File: config.mk
export PLATFORM = sky130hd
export DESIGN_NAME = stream_loader_flat
export DESIGN_NICKNAME = d
export VERILOG_FILES = /design/src/rtl/stream_loader_pkg.sv /design/src/rtl/stream_loader_if.sv /design/src/rtl/stream_loader_fifo.sv /design/src/rtl/stream_loader.sv /design/src/flat_wrapper.sv
export SDC_FILE = /design/constraint.sdc
export NUM_CORES = 2
export LEC_CHECK = 0
export CAP_MARGIN = 20
export CORE_AREA = 2 2 431 433
export CTS_CLUSTER_DIAMETER = 30
export DETAILED_ROUTE_END_ITERATION = 10
export DIE_AREA = 0 0 433 435
export DONT_BUFFER_PORTS = 1
export HOLD_SLACK_MARGIN = 0.06
export PLACE_DENSITY = 0.65
export SLEW_MARGIN = 15
export SYNTH_ARGS = -nofsm -noshare
export SYNTH_HDL_FRONTEND = slang
export SYNTH_SLANG_ARGS = --single-unit
File: constraint.sdc
create_clock -name clk -period 12.4 [get_ports clk]
set_input_delay 1.24 -clock clk [delete_from_list [all_inputs] [get_ports clk]]
set_output_delay 1.24 -clock clk [all_outputs]
set_load 0.01 [all_outputs]
File: src/rtl/stream_loader_pkg.sv
// Shared types for the stream loader: beat geometry and the loader FSM states.
package stream_loader_pkg;

  localparam int unsigned IBYTES  = 64;
  localparam int unsigned IB_LOG2 = $clog2(IBYTES);
  localparam int unsigned OB_W    = IB_LOG2 + 1;

  typedef logic [7:0] byte_t;
  typedef byte_t [IBYTES-1:0] beat_t;

  typedef enum logic [1:0] {
    S_IDLE,
    S_FETCH,
    S_DRAIN
  } loader_state_t;

endpackage

File: src/rtl/stream_loader_if.sv
// Descriptor, memory request/response and output-beat signals of the stream loader.
interface stream_loader_if #(
  parameter int unsigned ADDR_W = 32,
  parameter int unsigned LEN_W  = 16
);
  import stream_loader_pkg::*;

  logic              cvalid;
  logic              cready;
  logic [ADDR_W-1:0] caddr;
  logic [LEN_W-1:0]  clen;

  logic              mreq_valid;
  logic              mreq_ready;
  logic [ADDR_W-1:0] mreq_addr;
  logic              mresp_valid;
  beat_t             mresp_data;

  logic              ovalid;
  logic              oready;
  beat_t             odata;
  logic              olast;
  logic [OB_W-1:0]   obytes;
  logic              busy;

  modport master (
    input  cvalid, caddr, clen, mreq_ready, mresp_valid, mresp_data, oready,
    output cready, mreq_valid, mreq_addr, ovalid, odata, olast, obytes, busy
  );

  modport slave (
    output cvalid, caddr, clen, mreq_ready, mresp_valid, mresp_data, oready,
    input  cready, mreq_valid, mreq_addr, ovalid, odata, olast, obytes, busy
  );

endinterface

File: src/rtl/stream_loader_fifo.sv
// Response FIFO of beat_t entries; the caller never pushes when full unless popping.
module stream_loader_fifo
  import stream_loader_pkg::*;
#(
  parameter int unsigned DEPTH = 4
) (
  input  logic  clk,
  input  logic  rst,
  input  logic  push,
  input  beat_t din,
  input  logic  pop,
  output beat_t dout,
  output logic  empty,
  output logic  full
);

  localparam int unsigned AW = $clog2(DEPTH);

  logic [AW:0] wr_ptr;
  logic [AW:0] rd_ptr;
  beat_t       mem [DEPTH];

  always_ff @(posedge clk or negedge rst) begin
    if (!rst) begin
      wr_ptr <= '0;
      rd_ptr <= '0;
    end else begin
      if (push) wr_ptr <= wr_ptr + (AW+1)'(1);
      if (pop)  rd_ptr <= rd_ptr + (AW+1)'(1);
    end
  end

  always_ff @(posedge clk) begin
    if (push) mem[wr_ptr[AW-1:0]] <= din;
  end

  assign dout  = mem[rd_ptr[AW-1:0]];
  assign empty = (wr_ptr == rd_ptr);
  assign full  = (wr_ptr[AW] != rd_ptr[AW]) && (wr_ptr[AW-1:0] == rd_ptr[AW-1:0]);

endmodule

File: src/rtl/stream_loader.sv
// Descriptor-driven beat fetcher feeding the stream buffer with credit-limited reads.
// Optional zero-latency response bypass: define STREAM_LOADER_BYPASS_EN.
module stream_loader
  import stream_loader_pkg::*;
#(
  parameter int unsigned ADDR_W          = 32,
  parameter int unsigned LEN_W           = 16,
  parameter int unsigned MAX_OUTSTANDING = 4
) (
  input logic             clk,
  input logic             rst,
  stream_loader_if.master bus
);

  localparam int unsigned CW = $clog2(MAX_OUTSTANDING) + 1;

  loader_state_t     state_q, state_d;
  logic [ADDR_W-1:0] addr_q;
  logic [LEN_W-1:0]  nbeats_q, issued_q, popped_q;
  logic [OB_W-1:0]   lastb_q;
  logic [CW-1:0]     credits_q;

  logic [LEN_W:0]    nb_sum;
  logic [LEN_W-1:0]  nb_calc;
  logic [OB_W-1:0]   lb_calc;
  logic              accept, req_fire, pop, is_last;
  logic              mreq_valid_w, ovalid_w, olast_w, byp;
  logic              f_push, f_pop, f_empty, f_full;
  logic [OB_W-1:0]   obytes_w;
  beat_t             f_dout, head, odata_w;

  // Beat count and tail size are derived once, at descriptor accept.
  assign nb_sum  = {1'b0, bus.clen} + (LEN_W+1)'(IBYTES - 1);
  assign nb_calc = LEN_W'(nb_sum >> IB_LOG2);
  assign lb_calc = (bus.clen[IB_LOG2-1:0] == '0) ? OB_W'(IBYTES)
                                                 : {1'b0, bus.clen[IB_LOG2-1:0]};

  assign accept       = (state_q == S_IDLE) && bus.cvalid;
  assign mreq_valid_w = (state_q == S_FETCH) && (credits_q < CW'(MAX_OUTSTANDING));
  assign req_fire     = mreq_valid_w && bus.mreq_ready;
  assign pop          = ovalid_w && bus.oready;
  assign is_last      = (popped_q == nbeats_q - LEN_W'(1));

  always_comb begin
    state_d = state_q;
    unique case (state_q)
      S_IDLE:  if (bus.cvalid && bus.clen != '0) state_d = S_FETCH;
      S_FETCH: if (req_fire && (issued_q + LEN_W'(1) == nbeats_q)) state_d = S_DRAIN;
      S_DRAIN: state_d = S_DRAIN;
      default: state_d = S_IDLE;
    endcase
    // A bypassed final beat can complete before DRAIN is reached.
    if (state_q != S_IDLE && pop && olast_w) state_d = S_IDLE;
  end

  always_ff @(posedge clk or negedge rst) begin
    if (!rst) begin
      state_q   <= S_IDLE;
      addr_q    <= '0;
      nbeats_q  <= '0;
      lastb_q   <= '0;
      issued_q  <= '0;
      popped_q  <= '0;
      credits_q <= '0;
    end else begin
      state_q <= state_d;
      if (accept) begin
        addr_q   <= bus.caddr & ~ADDR_W'(IBYTES - 1);
        nbeats_q <= nb_calc;
        lastb_q  <= lb_calc;
        issued_q <= '0;
        popped_q <= '0;
      end else begin
        if (req_fire) begin
          addr_q   <= addr_q + ADDR_W'(IBYTES);
          issued_q <= issued_q + LEN_W'(1);
        end
        if (pop) popped_q <= popped_q + LEN_W'(1);
      end
      unique case ({req_fire, pop})
        2'b10:   credits_q <= credits_q + CW'(1);
        2'b01:   credits_q <= credits_q - CW'(1);
        default: credits_q <= credits_q;
      endcase
    end
  end

`ifdef STREAM_LOADER_BYPASS_EN
  assign byp = f_empty && bus.mresp_valid && bus.oready && (state_q != S_IDLE);
`else
  assign byp = 1'b0;
`endif

  assign f_push = bus.mresp_valid && (state_q != S_IDLE) && !byp && (!f_full || f_pop);
  assign f_pop  = pop && !f_empty;

  stream_loader_fifo #(.DEPTH(MAX_OUTSTANDING)) u_fifo (
    .clk   (clk),
    .rst   (rst),
    .push  (f_push),
    .din   (bus.mresp_data),
    .pop   (f_pop),
    .dout  (f_dout),
    .empty (f_empty),
    .full  (f_full)
  );

  assign ovalid_w = !f_empty || byp;
  assign head     = f_empty ? bus.mresp_data : f_dout;
  assign olast_w  = ovalid_w && is_last;
  assign obytes_w = !ovalid_w ? '0 : (olast_w ? lastb_q : OB_W'(IBYTES));

  always_comb begin
    odata_w = '0;
    for (int unsigned i = 0; i < IBYTES; i++) begin
      if (OB_W'(i) < obytes_w) odata_w[i] = head[i];
    end
  end

  assign bus.cready     = (state_q == S_IDLE);
  assign bus.busy       = (state_q != S_IDLE);
  assign bus.mreq_valid = mreq_valid_w;
  assign bus.mreq_addr  = addr_q;
  assign bus.ovalid     = ovalid_w;
  assign bus.odata      = odata_w;
  assign bus.olast      = olast_w;
  assign bus.obytes     = obytes_w;

endmodule

File: src/flat_wrapper.sv
// flat-port wrapper written by rule: the top's interface ports become plain ports
module stream_loader_flat import stream_loader_pkg::*;
#(
  parameter int unsigned ADDR_W          = 32,
  parameter int unsigned LEN_W           = 16,
  parameter int unsigned MAX_OUTSTANDING = 4
)
  (clk, rst, bus_cvalid, bus_caddr, bus_clen, bus_mreq_ready, bus_mresp_valid, bus_mresp_data, bus_oready, bus_cready, bus_mreq_valid, bus_mreq_addr, bus_ovalid, bus_odata, bus_olast, bus_obytes, bus_busy);
  stream_loader_if #(.ADDR_W(ADDR_W), .LEN_W(LEN_W)) bus_i ();
  input logic clk;
  input logic rst;
  input wire logic [$bits(bus_i.cvalid)-1:0] bus_cvalid;
  input wire logic [$bits(bus_i.caddr)-1:0] bus_caddr;
  input wire logic [$bits(bus_i.clen)-1:0] bus_clen;
  input wire logic [$bits(bus_i.mreq_ready)-1:0] bus_mreq_ready;
  input wire logic [$bits(bus_i.mresp_valid)-1:0] bus_mresp_valid;
  input wire logic [$bits(bus_i.mresp_data)-1:0] bus_mresp_data;
  input wire logic [$bits(bus_i.oready)-1:0] bus_oready;
  output wire logic [$bits(bus_i.cready)-1:0] bus_cready;
  output wire logic [$bits(bus_i.mreq_valid)-1:0] bus_mreq_valid;
  output wire logic [$bits(bus_i.mreq_addr)-1:0] bus_mreq_addr;
  output wire logic [$bits(bus_i.ovalid)-1:0] bus_ovalid;
  output wire logic [$bits(bus_i.odata)-1:0] bus_odata;
  output wire logic [$bits(bus_i.olast)-1:0] bus_olast;
  output wire logic [$bits(bus_i.obytes)-1:0] bus_obytes;
  output wire logic [$bits(bus_i.busy)-1:0] bus_busy;
  assign bus_i.cvalid = bus_cvalid;
  assign bus_i.caddr = bus_caddr;
  assign bus_i.clen = bus_clen;
  assign bus_i.mreq_ready = bus_mreq_ready;
  assign bus_i.mresp_valid = bus_mresp_valid;
  assign bus_i.mresp_data = bus_mresp_data;
  assign bus_i.oready = bus_oready;
  assign bus_cready = bus_i.cready;
  assign bus_mreq_valid = bus_i.mreq_valid;
  assign bus_mreq_addr = bus_i.mreq_addr;
  assign bus_ovalid = bus_i.ovalid;
  assign bus_odata = bus_i.odata;
  assign bus_olast = bus_i.olast;
  assign bus_obytes = bus_i.obytes;
  assign bus_busy = bus_i.busy;
  stream_loader #(.ADDR_W(ADDR_W), .LEN_W(LEN_W), .MAX_OUTSTANDING(MAX_OUTSTANDING)) u_core (.clk(clk), .rst(rst), .bus(bus_i));
endmodule
==> flow_metrics.env <==
export IMPL_syn_area_per_cell_um2=18.0
export IMPL_utilization=0.566
export IMPL_required_ps=11160
export IMPL_drt_pass1_iter_count=6
export IMPL_final_common_cell="edfxtp_1"
export IMPL_netlist_instances=4850
export IMPL_ir_drop_v=0.000348
export IMPL_p_leak_nw=35.7
export IMPL_io_pins=1122
export IMPL_start_util=0.474
export IMPL_drtIter0Drc=4322
export IMPL_timing_worst_setup_path_type="flop to output port"
export IMPL_cts_buffers=424
export IMPL_clkSinkCount=2135
export IMPL_holdBufCountCts=1
export IMPL_relSlewSlack=0.159
export IMPL_grt_pass1_vias=48300
export IMPL_ant_nets=0
export IMPL_core_area_um2=184000
export IMPL_yosysWarnings=0
export IMPL_grt_util_met2=0.400
export IMPL_gp_congestion=0.925
export IMPL_finalSetupViolCount=0
export IMPL_outcome="completed"
export IMPL_die_w_um=433
export IMPL_synth_edf_count=2048
export IMPL_area_growth_pct=19.4
export IMPL_route_detailed_drc=0
export IMPL_syn_area_um2=87200
export IMPL_antenna_found_initial=2
export IMPL_min_path_type="input pin to async pin"
export IMPL_cts_setup_buffers=0
export IMPL_cts_tree="done"
export IMPL_grt_pass1_wl_mm=340
export IMPL_die_area_um2=188000
export IMPL_drt_wl_total_mm=238
export IMPL_r2r_cells=7
export IMPL_drive_gt1_frac=0.242
export IMPL_synth_ff_type="edfxtp_1"
export IMPL_maxCapViolCount=0
export IMPL_period_minus_slack_ps=7680
export IMPL_cp_max_fo=74
export IMPL_setup_tns_ps=0
export IMPL_grt_max_degree=167
export IMPL_fin_crit_sh=0.620
export IMPL_grt_usage=0.249
export IMPL_r2r_slack_ps=7730
export IMPL_r2r_start="u_core.u_fifo.rd_ptr[1]"
export IMPL_yosysSeqAreaShare=0.730
export IMPL_synth_cell_type_count=70
export IMPL_cp_start_kind="flop"
export IMPL_htreeDepth=5
export IMPL_grt_busiest_layer="met2"
export IMPL_die_h_um=435
export IMPL_path_clk_slew_ps=40
export IMPL_cts_resized=0
export IMPL_fmax_mhz=130
export IMPL_rsz0062_at_grt="no"
export IMPL_power_density_nw_per_um2=312
export IMPL_maxSlewViolCount=0
export IMPL_layout_common_cells="edfxtp_1 (2048), nand2_1 (626), mux4_2 (512), a21oi_1 (469), clkbuf_16 (428)"
export IMPL_num_rows=158
export IMPL_overflow=0
export IMPL_clk_path_buf_depth=4
export IMPL_via_per_inst=5.99
export IMPL_vias=47200
export IMPL_ys_ff_latch=2135
export IMPL_post_dp_hpwl_mm=149
export IMPL_gr_usage_met1=0.310
export IMPL_worstPathArrival_ps=6440
export IMPL_grt_use_met3=0.0767
export IMPL_root_buffer="clkbuf_16"
export IMPL_skew_ps=73.1
export IMPL_tightest_slew_ps=1260
export IMPL_timing_hold_violations_final=0
export IMPL_routedWlPerCell_um=30.2
export IMPL_io_buffers=0
export IMPL_final_nets=5632
export IMPL_cp_end_kind="output port"
export IMPL_async_flop_share=0.0407
export IMPL_reg2reg_to="u_core.u_fifo.mem[2][172]"
export IMPL_clock_latency_ps=950
[layer usage]
layer | vias up | routed length, µm
met5 | - | 0
met4 | 0 | 11300
met3 | 518 | 21200
met2 | 2300 | 116000
met1 | 24400 | 89200
li1 | 19900 | -
[metrics by stage]
step	cell area (µm²)	total power, mW	hold slack [ps]	cells	setup WS [ps]
after floorplan	87300	18.2	446	4855	-1660
final	104000	32.5	222	7877	4720
after global placement	90000	21.4	461	7103	5650
after detailed placement	90000	21.5	467	7104	5640
after CTS	104000	32.8	171	7869	4620
after global routing	104000	33.7	203	7876	4310
[Yosys cell counts, drive strengths merged, types with 4 or more instances]
master,n,share of area
and3,20,0.0014
buf,61,0.0038
nand2,627,0.027
nor2b,20,0.0014
mux4,512,0.13
nand3,22,0.0013
a31oi,5,0.00036
clkbuf,238,0.010
or3,11,0.00079
nand2b,4,0.00029
and4,10,0.0010
or2,5,0.00036
nor2,66,0.0028
and2,14,0.0010
or4,6,0.00052
nor3,65,0.0038
mux2i,235,0.027
nor4,39,0.0030
nand4,27,0.0020
a21oi,490,0.029
xnor2,35,0.0035
o21ai,55,0.0032
xor2,57,0.0057
dfrtp,87,0.025
o21a,9,0.00077
ha,12,0.0017
edfxtp,2048,0.70
inv,22,0.00095
[how the worst max path moves through the flow]
| stage | depth (start not counted) | end | start |
|---|---|---|---|
| finish | 10 | bus_odata[264] | u_core.u_fifo.rd_ptr[1] |
| CTS | 10 | bus_odata[264] | u_core.u_fifo.rd_ptr[1] |
| global placement | 7 | bus_odata[257] | u_core.u_fifo.rd_ptr[0] |
| floorplan | 2 | u_core.u_fifo.mem[2][0] | bus_oready |
| detailed placement | 7 | bus_odata[257] | u_core.u_fifo.rd_ptr[0] |
| global route | 7 | bus_odata[257] | u_core.u_fifo.rd_ptr[0] |
[cell families after synthesis]
kind of cell	share of synthesized area
other	0.0000430
adder cells (fa/ha/maj)	0.00195
multiplexers	0.159
AND/OR/NAND/NOR	0.0480
XOR/XNOR	0.00924
flip-flops	0.730
buffers and inverters	0.0150
AO/OA/AOI/OAI	0.0367
[critical path, cell delays in order (launching register included)]
cell     delay, ps
dfrtp_4        920
xnor2_1        240
and3_4         370
inv_8          470
nand4_1        290
nor4_2         490
nand4_4        180
nand2_4        580
buf_4          600
buf_4          730
a21oi_1        400
[layout make-up]
type | instances | area [µm²]
Antenna cell | 6 | 15.0
Clock buffer | 468 | 10900
Clock inverter | 296 | 3280
Fill cell | 13800 | 79800
Inverter | 23 | 93.8
Multi-Input combinational cell | 2398 | 22300
Sequential cell | 2135 | 63700
Tap cell | 2480 | 3100
Timing Repair Buffer | 71 | 811
[flip-flops by register name (all words and copies together) (netlist names)]
register and cells:
u_core.bus.mreq_addr 26, u_core.credits_q 3, u_core.issued_q 16, u_core.lastb_q 7
u_core.nbeats_q 11, u_core.popped_q 16, u_core.state_q 2, u_core.u_fifo.mem 2048
u_core.u_fifo.rd_ptr 3, u_core.u_fifo.wr_ptr 3
[report_power, final]
| part | total [mW] | switching (mW) | internal (mW) |
|---|---|---|---|
| combinational | 11.4 | 7.86 | 3.54 |
| clock | 11.2 | 3.67 | 7.51 |
| sequential | 9.96 | 0.489 | 9.47 |
| total | 32.5 | 12.0 | 20.5 |
Power figures use the tool's default switching activity.
